<file path="config.mk">
export PLATFORM = sky130hd
export DESIGN_NAME = param_regfile
export DESIGN_NICKNAME = d
export VERILOG_FILES = /design/src/rtl/param_regfile.sv
export SDC_FILE = /design/constraint.sdc
export NUM_CORES = 1
export LEC_CHECK = 0
export ABC_AREA = 0
export CAP_MARGIN = 20
export CORE_MARGIN = 8
export CORE_UTILIZATION = 48
export CTS_CLUSTER_SIZE = 28
export DETAILED_ROUTE_END_ITERATION = 7
export GPL_TIMING_DRIVEN = 0
export PLACE_DENSITY = 0.74
export SYNTH_ARGS = -nofsm -noshare
export SYNTH_HDL_FRONTEND = slang
export SYNTH_SLANG_ARGS = --single-unit
</file>
<file path="constraint.sdc">
create_clock -name clk -period 3.2 [get_ports clk]
set_input_delay 0.64 -clock clk [delete_from_list [all_inputs] [get_ports clk]]
set_output_delay 0.64 -clock clk [all_outputs]
set_load 0.02 [all_outputs]
</file>
<file path="src/rtl/param_regfile.sv">
// Parameterised 2-read/1-write register file with a clear-sweep FSM that zeroes one register per cycle.
// Optional macro REGFILE_BYPASS_EN forwards an accepted write straight to a matching read port.
module param_regfile #(
  parameter int WIDTH = 16,
  parameter int AW    = 2
) (
  input  logic             clk,
  input  logic             rst,
  input  logic [AW-1:0]    aaddr,
  input  logic [AW-1:0]    baddr,
  output logic [WIDTH-1:0] aout,
  output logic [WIDTH-1:0] bout,
  input  logic [AW-1:0]    oaddr,
  input  logic [WIDTH-1:0] oin,
  input  logic             we,
  input  logic             clr,
  output logic             busy
);

  localparam int DEPTH = 2 ** AW;
  localparam logic [AW-1:0] LAST = '1;

  typedef enum logic {IDLE = 1'b0, CLEAR = 1'b1} state_t;

  state_t          state_reg, state_next;
  logic [AW-1:0]   cnt_reg, cnt_next;
  logic [WIDTH-1:0] mem_reg  [DEPTH];
  logic [WIDTH-1:0] mem_next [DEPTH];
  logic            sweep;
  logic            wr_acc;

  // State register
  always_ff @(posedge clk) begin
    if (!rst) begin
      state_reg <= IDLE;
      cnt_reg   <= '0;
    end else begin
      state_reg <= state_next;
      cnt_reg   <= cnt_next;
    end
  end

  // Next-state logic; clr during CLEAR is deliberately ignored
  always_comb begin
    state_next = state_reg;
    cnt_next   = cnt_reg;
    case (state_reg)
      IDLE: begin
        if (clr) begin
          state_next = CLEAR;
          cnt_next   = '0;
        end
      end
      CLEAR: begin
        cnt_next = cnt_reg + 1'b1;
        if (cnt_reg == LAST) state_next = IDLE;
      end
      default: state_next = IDLE;
    endcase
  end

  // Output logic
  always_comb begin
    busy  = 1'b0;
    sweep = 1'b0;
    if (state_reg == CLEAR) begin
      busy  = 1'b1;
      sweep = 1'b1;
    end
  end

  assign wr_acc = we && !busy;

  // Per-register update: sweep and write never coincide because writes need busy=0
  generate
    for (genvar gi = 0; gi < DEPTH; gi++) begin : g_reg
      always_comb begin
        mem_next[gi] = mem_reg[gi];
        if (sweep && (cnt_reg == AW'(gi)))
          mem_next[gi] = '0;
        else if (wr_acc && (oaddr == AW'(gi)))
          mem_next[gi] = oin;
      end
    end
  endgenerate

  always_ff @(posedge clk) begin
    if (!rst) begin
      for (int i = 0; i < DEPTH; i++) mem_reg[i] <= '0;
    end else begin
      for (int i = 0; i < DEPTH; i++) mem_reg[i] <= mem_next[i];
    end
  end

`ifdef REGFILE_BYPASS_EN
  assign aout = (wr_acc && (oaddr == aaddr)) ? oin : mem_reg[aaddr];
  assign bout = (wr_acc && (oaddr == baddr)) ? oin : mem_reg[baddr];
`else
  assign aout = mem_reg[aaddr];
  assign bout = mem_reg[baddr];
`endif

endmodule

</file>
==> results.cfg <==
[outcome]
outcome = finished clean

[detailed_routing]
vias = 2350
drc = 0
wl_per_cell_um = 20.8
drtIter0Drc = 154
viasPerCell = 5.80
ant_nets = 0
first_pass_iters = 4
routed_wl_um = 8430

[setup_path]
crit_type = primary input to output port
crit_required_ps = 2560
start_kind = primary input
cp.arrival_ps = 2300
worst_setup_path_end_kind = output port
cp_max_fo = 10

[final_layout]
area_growth_pct = 25.7
drive_gt1_share_pct = 32.4
stdcell_count = 405
largest_reg_flops = 64
multi_input_area_um2 = 1400
most-common-layout-cells = edfxtp_1 (64), clkdlybuf4s50_1 (54), nor3_1 (34)
fill_cells = 567
finish.utilization_pct = 62.4
insertedDiodeCount = 0
final_common_cell = edfxtp_1
seq_area_um2 = 1980
finalNetCount = 333

[clock_tree]
cts-htree-levels = 3
clock-sinks = 67
cts-resized-gates = 0
cts_setup_buffers = 0
numCtsBuffers = 9
cts_tree = yes
cts_buffer_depth = 2
root_buffer = clkbuf_8
cts_hold_buf = 0
clkLatencyLatePin_ps = 340
path_clk_slew_ps = 70

[grt]
globalRouteMet1Util_pct = 20.4
grt_pass1_wl_um = 13300
met3_usage_pct = 4.46
grt_max_degree = 11
antenna_found_initial = 0
use_met2_pct = 30.2
grt_pass1_vias = 2449
grt_busiest_layer = met2
grt_overflow_total = 0
grt_usage_pct = 17.3

[power_and_ir_drop]
power_leakage_nw = 1.55
p_total_mw = 2.11
power_density_nw_per_um2 = 467
vdd_drop_max_mv = 0.199

[floorplan]
rows = 31
die_w_um = 103
dieArea_um2 = 10500
core_um2 = 7250
initial_core_util_pct = 49.6
die_h_um = 103
pin_count = 59

[yosys]
synth_area_um2 = 3600
syn_area_per_cell_um2 = 15.6
yosysUniqueCellTypes = 20
ys.flop_type = edfxtp_1
synth_seq_cells = 67
syn_nets = 261
netlist_instances = 231
ys_seq_area_share_pct = 55.1
synth_edf_count = 64
synth_warnings = 0
async_flop_share_pct = 0

[timing]
hold_violations = 0
setup_violations = 0
fmax_ghz = 0.340
slew_headroom_pct = 41.2
drv_slew = 0
post-route-period-util_pct = 91.9
finalClockSkew_ps = 3.95
rsz0062_at_grt = no
finalCriticalPeriod_ps = 2940
finalSetupTns_ps = 0
worst_pin_slew_ps = 882

[run]
drv_cap = 0

[place]
gp_congestion = 0.807
port_buffers = 54
place_inst = 391
hpwl_um = 6160

[worst_hold_path]
hold_path.class = flop to flop
## synth_stat cells (2+ instances only)
cell	n	share of area (%)
nand2b_1	4	0.70
edfxtp_1	64	53
ha_1	4	1.4
buf_12	3	1.7
nor3_1	34	4.7
or3b_2	2	0.49
a21oi_1	3	0.42
o311ai_0	4	0.97
nand2_1	6	0.63
dfxtp_1	3	1.7
nor3_2	30	8.3
buf_2	6	0.83
buf_6	3	0.94
mux4_2	32	20
buf_1	3	0.31
inv_1	20	2.1
clkbuf_1	7	0.73
## final cells by class
class                      instances  share of cell area, %
clock buffer                       9                   2.74
timing repair buffer              61                   13.3
inverter                          20                   1.66
multi-input combinational        121                   31.0
clock inverter                     5                   1.02
sequential                        67                   43.8
tap                               99                   2.74
buffer                            23                   3.73
## logic make-up (layout without fill, tap and decap cells)
group	after synthesis	count (layout)	synth area share [%]
buffers and inverters	43	118	6.78
muxes	32	32	20.0
adders and majority gates	4	4	1.39
and+or+nand+nor	78	78	15.3
DFF	67	67	55.1
AOI/OAI and AO/OA	7	7	1.39
## final timing paths
path / from / to / slack [ps] / cells past startpoint
worst max register to register: state_reg / mem_reg[2][14] / 1110 / 4
worst max-delay path: baddr[1] / bout[4] / 260 / 4
worst min-delay path: state_reg / state_reg / 560 / 2
worst min register to register: state_reg / state_reg / 560 / 2
## power breakdown
part | total (mW) | internal, mW | leakage, nW | switching (mW)
clock | 0.644 | 0.342 | 0.0875 | 0.302
sequential | 1.05 | 1.02 | 0.699 | 0.0267
combinational | 0.424 | 0.204 | 0.761 | 0.220
## worst max-delay path, stage by stage
cell and delay [ps]:
buf_1 360, buf_2 370, mux4_2 370, clkdlybuf4s50_1 560
## through the flow
step | instance area, um2 | hold WS [ps] | setup slack, ps
5_1_grt | 4520 | 609 | 194
3_5_place_dp | 4350 | 551 | 224
4_1_cts | 4520 | 567 | 227
6_report | 4520 | 563 | 259
2_1_floorplan | 3600 | 563 | -130
3_3_place_gp | 4260 | 546 | -2090
## per-layer routing
| layer | vias up | routed length [um] |
|---|---|---|
| met5 | - | 0 |
| met4 | 0 | 108 |
| met3 | 10 | 578 |
| met2 | 93 | 4560 |
| met1 | 1198 | 3180 |
| li1 | 1049 | - |
Power figures use the tool's default switching activity.
